## config.mk

```make
export PLATFORM = sky130hd
export DESIGN_NAME = serial_paralelo_rx
export DESIGN_NICKNAME = d
export VERILOG_FILES = /design/src/rtl/serial_paralelo_rx_pkg.sv /design/src/rtl/serial_paralelo_rx_com_detect.sv /design/src/rtl/serial_paralelo_rx.sv
export SDC_FILE = /design/constraint.sdc
export NUM_CORES = 1
export LEC_CHECK = 0
export CORE_MARGIN = 3
export CORE_UTILIZATION = 55
export CTS_BUF_LIST = sky130_fd_sc_hd__clkbuf_4 sky130_fd_sc_hd__clkbuf_8
export DETAILED_ROUTE_END_ITERATION = 16
export HOLD_SLACK_MARGIN = 0.06
export PLACE_DENSITY = 0.83
export SYNTH_ARGS = -nofsm -noshare
export SYNTH_HDL_FRONTEND = slang
export SYNTH_HIERARCHICAL = 1
export SYNTH_SLANG_ARGS = --single-unit
export TNS_END_PERCENT = 5
```

## constraint.sdc

```tcl
create_clock -name clk_32f -period 2.1 [get_ports clk_32f]
set_input_delay 0.63 -clock clk_32f [delete_from_list [all_inputs] [get_ports clk_32f]]
set_output_delay 0.63 -clock clk_32f [all_outputs]
set_load 0.05 [all_outputs]
```

## src/rtl/serial_paralelo_rx_pkg.sv

```systemverilog
// Shared PHY definitions: COM idle/alignment character and receiver state encoding.
package serial_paralelo_rx_pkg;

    localparam logic [7:0] COM_CHAR = 8'hBC;

    typedef enum logic [1:0] {
        SEARCH = 2'd0,
        SYNC   = 2'd1,
        ACTIVE = 2'd2
    } rx_state_t;

endpackage

```

## src/rtl/serial_paralelo_rx_com_detect.sv

```systemverilog
// Serial shift window: presents the 8 most recent bits (current bit as LSB) and flags a COM match.
module rx_com_detect #(
    parameter logic [7:0] COM_CHAR = 8'hBC
) (
    input  logic       clk_32f,
    input  logic       reset_L,
    input  logic       data_in,
    output logic [7:0] cand,
    output logic       com_hit
);

    // Only the 7 older bits need storage; the newest bit is the live input.
    logic [6:0] sr;

    assign cand    = {sr, data_in};
    assign com_hit = (cand == COM_CHAR);

    always_ff @(posedge clk_32f or negedge reset_L) begin
        if (!reset_L) begin
            sr <= 7'd0;
        end else begin
            sr <= cand[6:0];
        end
    end

endmodule

```

## src/rtl/serial_paralelo_rx.sv

```systemverilog
// Serial-to-parallel receiver: COM-based byte alignment, then non-COM byte delivery.
// Optional macro RX_BYTE_CNT_EN adds a saturating count of delivered bytes.
module serial_paralelo_rx #(
    parameter logic [7:0]  COM_CHAR  = serial_paralelo_rx_pkg::COM_CHAR,
    parameter int unsigned COM_COUNT = 4
) (
    input  logic        clk_32f,
    input  logic        reset_L,
    input  logic        data_in,
    output logic [7:0]  data_out,
    output logic        valid_out,
    output logic        active
`ifdef RX_BYTE_CNT_EN
    ,
    output logic [15:0] rx_byte_cnt
`endif
);

    import serial_paralelo_rx_pkg::*;

    localparam logic [2:0] COM_TARGET = 3'(COM_COUNT);

    rx_state_t  state, state_nxt;
    logic [2:0] bit_cnt, bit_cnt_nxt;
    logic [2:0] com_cnt, com_cnt_nxt;
    logic [7:0] data_nxt;
    logic       valid_nxt;
    logic       active_nxt;
    logic [7:0] cand;
    logic       com_hit;
    logic       boundary;

    rx_com_detect #(
        .COM_CHAR (COM_CHAR)
    ) u_com_detect (
        .clk_32f (clk_32f),
        .reset_L (reset_L),
        .data_in (data_in),
        .cand    (cand),
        .com_hit (com_hit)
    );

    assign boundary = (bit_cnt == 3'd7);

    // Next-state and output decode
    always_comb begin
        state_nxt   = state;
        bit_cnt_nxt = bit_cnt + 3'd1;
        com_cnt_nxt = com_cnt;
        data_nxt    = data_out;
        valid_nxt   = 1'b0;
        case (state)
            SEARCH: begin
                if (com_hit) begin
                    bit_cnt_nxt = 3'd0;
                    com_cnt_nxt = 3'd1;
                    state_nxt   = (COM_COUNT == 1) ? ACTIVE : SYNC;
                end
            end
            SYNC: begin
                if (boundary) begin
                    if (com_hit) begin
                        com_cnt_nxt = com_cnt + 3'd1;
                        if (com_cnt_nxt == COM_TARGET) begin
                            state_nxt = ACTIVE;
                        end
                    end else begin
                        com_cnt_nxt = 3'd0;
                        state_nxt   = SEARCH;
                    end
                end
            end
            ACTIVE: begin
                if (boundary && !com_hit) begin
                    data_nxt  = cand;
                    valid_nxt = 1'b1;
                end
            end
            default: begin
                state_nxt = SEARCH;
            end
        endcase
        active_nxt = (state_nxt == ACTIVE);
    end

    always_ff @(posedge clk_32f or negedge reset_L) begin
        if (!reset_L) begin
            state     <= SEARCH;
            bit_cnt   <= 3'd0;
            com_cnt   <= 3'd0;
            data_out  <= 8'h00;
            valid_out <= 1'b0;
            active    <= 1'b0;
        end else begin
            state     <= state_nxt;
            bit_cnt   <= bit_cnt_nxt;
            com_cnt   <= com_cnt_nxt;
            data_out  <= data_nxt;
            valid_out <= valid_nxt;
            active    <= active_nxt;
        end
    end

`ifdef RX_BYTE_CNT_EN
    // Delivered-byte counter, updated on the same edge as the strobe; holds at all-ones
    always_ff @(posedge clk_32f or negedge reset_L) begin
        if (!reset_L) begin
            rx_byte_cnt <= 16'd0;
        end else if (valid_nxt && (rx_byte_cnt != 16'hFFFF)) begin
            rx_byte_cnt <= rx_byte_cnt + 16'd1;
        end
    end
`endif

endmodule

```

Word-level counts from Yosys, hierarchy flattened:

Index checks and enable logic that the tools add are counted.

* add/subtract/negate cells: 2
* $mul: 0
* div/mod/pow operators: 0
* order comparisons: 0
* equality and inequality tests: 8
* shifts and indexed selects: 0
* multiplexer cells: 13
* bitwise gates (word level): 0
* reductions and logical operators: 6

Operators with widths (number)
* 2-to-1 mux 3 bit: 5
* equality test 8 bit, second input constant: 1
* 2-to-1 mux 2 bit: 4
* adder 3 x 1 -> 3 bit, second input constant: 2
* equality test 3 bit, second input constant: 2
* one-hot mux 2 bit (3 select lines): 1
* one-hot mux 3 bit (2 select lines): 1
* equality test 2 bit, second input constant: 2
* inequality test 2 bit, second input constant: 2
* AND reduction 3 bit: 1
* equality test 2 x 1 -> 1 bit, second input constant: 1
* zero test 2 bit: 1
* 2-to-1 mux 1 bit: 2
* AND reduction 2 bit: 1
* nonzero test 2 bit: 1
* logical AND 1 bit: 1
* zero test 1 bit: 1

* bits in registers: 25
* latch bits: 0
* memory bits (writable): 0
* bits in read-only memories: 0
* bits of input ports: 3
* output and inout port bits: 10
* memories: 0

Longest topological paths before layout:

* word-level depth: 7
* depth in mapped cells: 5
* mapped depth without buffers: 5

Cells and area by module:

Netlist, hierarchy kept.

Modules (own cells, without submodules)
* serial_paralelo_rx: times used 1, cells an instance 60, area each 783.3 um2
* rx_com_detect: times used 1, cells an instance 11, area each 207.7 um2

Least setup slack after synthesis:

OpenSTA, ideal clock, no wires.

* path type: input-to-reg
* start: input port data_in
* end: register data_out[0]
* arrival: 1.581 ns
* data required time: 1.975 ns
* path slack: 0.395 ns
* cell stages on the path: 3
* buffers on the path: 0
* cells stage by stage: nor4_2 > nor4b_4 > mux2_2

* cells in the longest elaborated chain, start to end: 4

Ends and longest elaborated chain
* from (decl): line serial_paralelo_rx.sv:9 `input logic data_in,`
* equality test 8 bit: line serial_paralelo_rx_com_detect.sv:16 `assign com_hit = (cand == COM_CHAR);`
* zero test 1 bit: line serial_paralelo_rx.sv:74 `if (boundary && !com_hit) begin`
* logical AND 1 bit: line serial_paralelo_rx.sv:74
* AND reduction 2 bit (no line)
* to (signal assigned): line serial_paralelo_rx.sv:98 `data_out <= data_nxt;`
* to (decl): line serial_paralelo_rx.sv:10 `output logic [7:0] data_out,`

Parallel ways exist; a longest one is shown, timed or not.
A chain may end at the register's enable or synchronous reset.

Final worst setup path:

* start: input port data_in
* end: register data_out[6]

* cells in the longest elaborated chain, start to end: 4

Ends and longest elaborated chain
* equality test 8 bit: line serial_paralelo_rx_com_detect.sv:16
* named net com_hit: line serial_paralelo_rx.sv:30 `logic com_hit;`
* zero test 1 bit: line serial_paralelo_rx.sv:74
* logical AND 1 bit: line serial_paralelo_rx.sv:74
* AND reduction 2 bit (no line)

The timed path passes the listed nets, and every way through them passes these cells.

==> impl_metrics.yaml <==
power:
  vdd_drop_max_mv: 0.790
  leakage_nw: 0.546
  power_density_nw_per_um2: 1280
die:
  start_util_pct: 62.2
  fp.dieH_um: 48.4
  die_area_um2: 2350
  die_w_um: 48.4
  core-area_um2: 1590
  num_rows: 14
  io_pins: 13
clocking:
  root_buffer: "clkbuf_4"
  ctsLongestPathBuffers: 2
  cts_buffers: 3
  post-cts-setup-buffer-count: 0
  cts_tree: "done"
  insertion_delay_ns: 0.32
  h-tree-depth: 1
  clkSinkCount: 25
  clk_pin_slew_worst_paths_ns: 0.13
run_status:
  outcome: "finished, final reports clean"
timing:
  relSlewSlack_pct: 58.4
  clock.fmax_mhz: 506
  rsz0062_at_grt: "no"
  min_period_ns: 1.98
  finalHoldViolCount: 0
  period_share_pct: 94.1
  tns_ns: 0
  worstMarginPinSlew_ns: 0.622
  whs_ns: 0.415
  setup_viol: 0
  final_max_slew_viol_count: 0
  clock_skew_ns: 0.00278
synthesis:
  yosysTopAreaCellShare_pct: 63.1
  synth_nets: 78
  synth_top_area_cell: "dfrtp_1"
  syn_inst: 71
  syn_area_per_cell_um2: 14.0
  ys_ff_latch: 25
  synth_seq_area_share_pct: 63.1
  yosysUniqueCellTypes: 24
  synth_area_leaders: "dfrtp_1 63%, mux2_2 9.1%, ha_1 5.1%"
  syn_area_um2: 991
  yosys_warnings: 6
detailed_routing:
  wl_per_cell_um: 14.4
  dr.pass1.iters: 1
  ant_nets: 0
  via_per_inst: 5.28
  drt_wl_total_mm: 1.64
  drc_errors: 0
  first_iter_violations: 0
  route.vias.total: 602
layout:
  design_area_um2: 1170
  drive_gt1_share_pct: 32.2
  area_growth_pct: 18.6
  stdcell_count: 114
  fin_nets: 98
  num_antenna_cells: 0
  n_fill_cell: 112
place:
  dp_hpwl_mm: 1.17
  postPlaceCellArea_um2: 1150
  gp_congestion: 0.748
  portBuffers: 12
  dp.cells: 110
critical_path:
  path_cells: "clkdlybuf4s50_1 > nor4_2 > nor4b_4 > mux2_2"
  start_kind: "input port"
  critPathBufInv: 1
  crit_cells: 4
  path_class: "input port to register"
  reg2reg_depth: 4
  cp-end-kind: "register"
  worstPathArrival_ns: 2.20
  slowest_delay_ns: 0.55
  critPathSlowestCell: "nor4b_4"
  reg2reg_slack_ns: 0.37
  critPathMaxFanout: 9
  path_delay_family: "simple AND/OR/NAND/NOR gates"
  required_ns: 2.32
global_route:
  grt_start_max_net_pins: 26
  overflow: 0
  grt_use_total_pct: 16.2
  grt_pass1_vias: 674
  grt_antenna_before_repair: 0
  grt_pass1_wl_mm: 2.95
min_path:
  holdCritPathClass: "register to register"
  min_delay_path_depth: 0
job:
  timing.max_cap.violations: 0
path summary, 6_finish.rpt:
path | from | to
setup / recovery | data_in | data_out[6]
hold / removal | u_com_detect/sr[3] | u_com_detect/sr[4]
setup reg to reg | bit_cnt[0] | data_out[6]
hold reg to reg | u_com_detect/sr[3] | u_com_detect/sr[4]
max in group asynchronous | reset_L | bit_cnt[1]
min in group asynchronous | reset_L | u_com_detect/sr[5]
layout by cell type, fill, tap and decap left out, drive strengths merged:
cell	n
a21oi	3
and4bb	1
buf	13
clkbuf	3
clkdlybuf4s50	2
clkinv	1
dfrtp	25
dlygate4sd2	1
dlymetal6s2s	1
ha	4
inv	3
mux2	8
nand2	3
nand2b	1
nand3b	1
nand4	1
nand4b	1
nor2	4
nor2b	3
nor4	1
nor4b	1
o211a	1
o21ai	2
o22ai	3
o2bb2ai	1
o31ai	1
xor2	1
what timing repair did:
action	in CTS	in global routing
endpoints found under the hold margin	0	0
hold buffers	0	0
endpoints found under the setup margin	1	1
gates resized for setup	1	1
pin swaps	0	0
kinds of logic after synthesis:
| group | Yosys count | synth area share [%] |
|---|---|---|
| compound gates | 11 | 7.07 |
| flops | 25 | 63.1 |
| simple gates | 17 | 12.4 |
| xor+xnor | 1 | 0.884 |
| buf+inv | 5 | 2.40 |
| fa+ha+maj | 4 | 5.05 |
| mux | 8 | 9.09 |
state kept, by name, indices dropped and copies added (netlist names):
register,cells
u_com_detect/sr,7
valid_out,1
data_out,8
active,1
state,2
bit_cnt,3
com_cnt,3
cell type report:
type	count	area [um2]	area share (%)
sequential	25	626	53.2
clock inverter	1	5.00	0.426
tap	24	30.0	2.56
multi-input combinational	41	342	29.1
timing repair buffer	17	139	11.8
inverter	3	11.3	0.958
clock buffer	3	22.5	1.92
synth_stat cells (all sizes together):
master and number:
ha 4, o22ai 3, nand4 1, and4bb 1, nand3b 1, nand2b 1
o21ai 2, nand4b 1, buf 2, xor2 1, nor2 4, o31ai 1
o211a 1, inv 3, dfrtp 25, nor2b 3, o2bb2ai 1, nor4b 1
nor4 1, nand2 3, mux2 8, a21oi 3
routing by layer:
metal	global-route usage, %	up-vias	part of all wire [%]
met5	0	-	0
met4	8.06	0	0.86
met3	3.37	2	4.3
met2	27.5	12	51
met1	19.8	299	44
li1	-	289	-
worst register-to-register path: stages, from the launching register on:
cell and delay [ns]:
dfrtp_1 0.38, ha_1 0.15, ha_1 0.17, nor4b_4 0.53, mux2_2 0.41
power by group:
| part | internal [mW] | switching [mW] | total, mW |
|---|---|---|---|
| clock | 0.0715 | 0.145 | 0.217 |
| sequential | 0.594 | 0.0528 | 0.646 |
| combinational | 0.227 | 0.411 | 0.639 |
| total | 0.892 | 0.609 | 1.50 |
stage by stage:
| step | setup WS, ns | total power, mW | util [%] |
|---|---|---|---|
| final | 0.124 | 1.50 | 73.7 |
| after detailed placement | -0.232 | 1.31 | 71.9 |
| after global placement | -0.176 | 1.29 | 71.9 |
| after global routing | 0.0762 | 1.59 | 73.7 |
| after CTS | 0.00879 | 1.52 | 73.5 |
| after floorplan | 0.395 | 1.10 | - |
No activity file was read; power rests on OpenSTA's default activity.
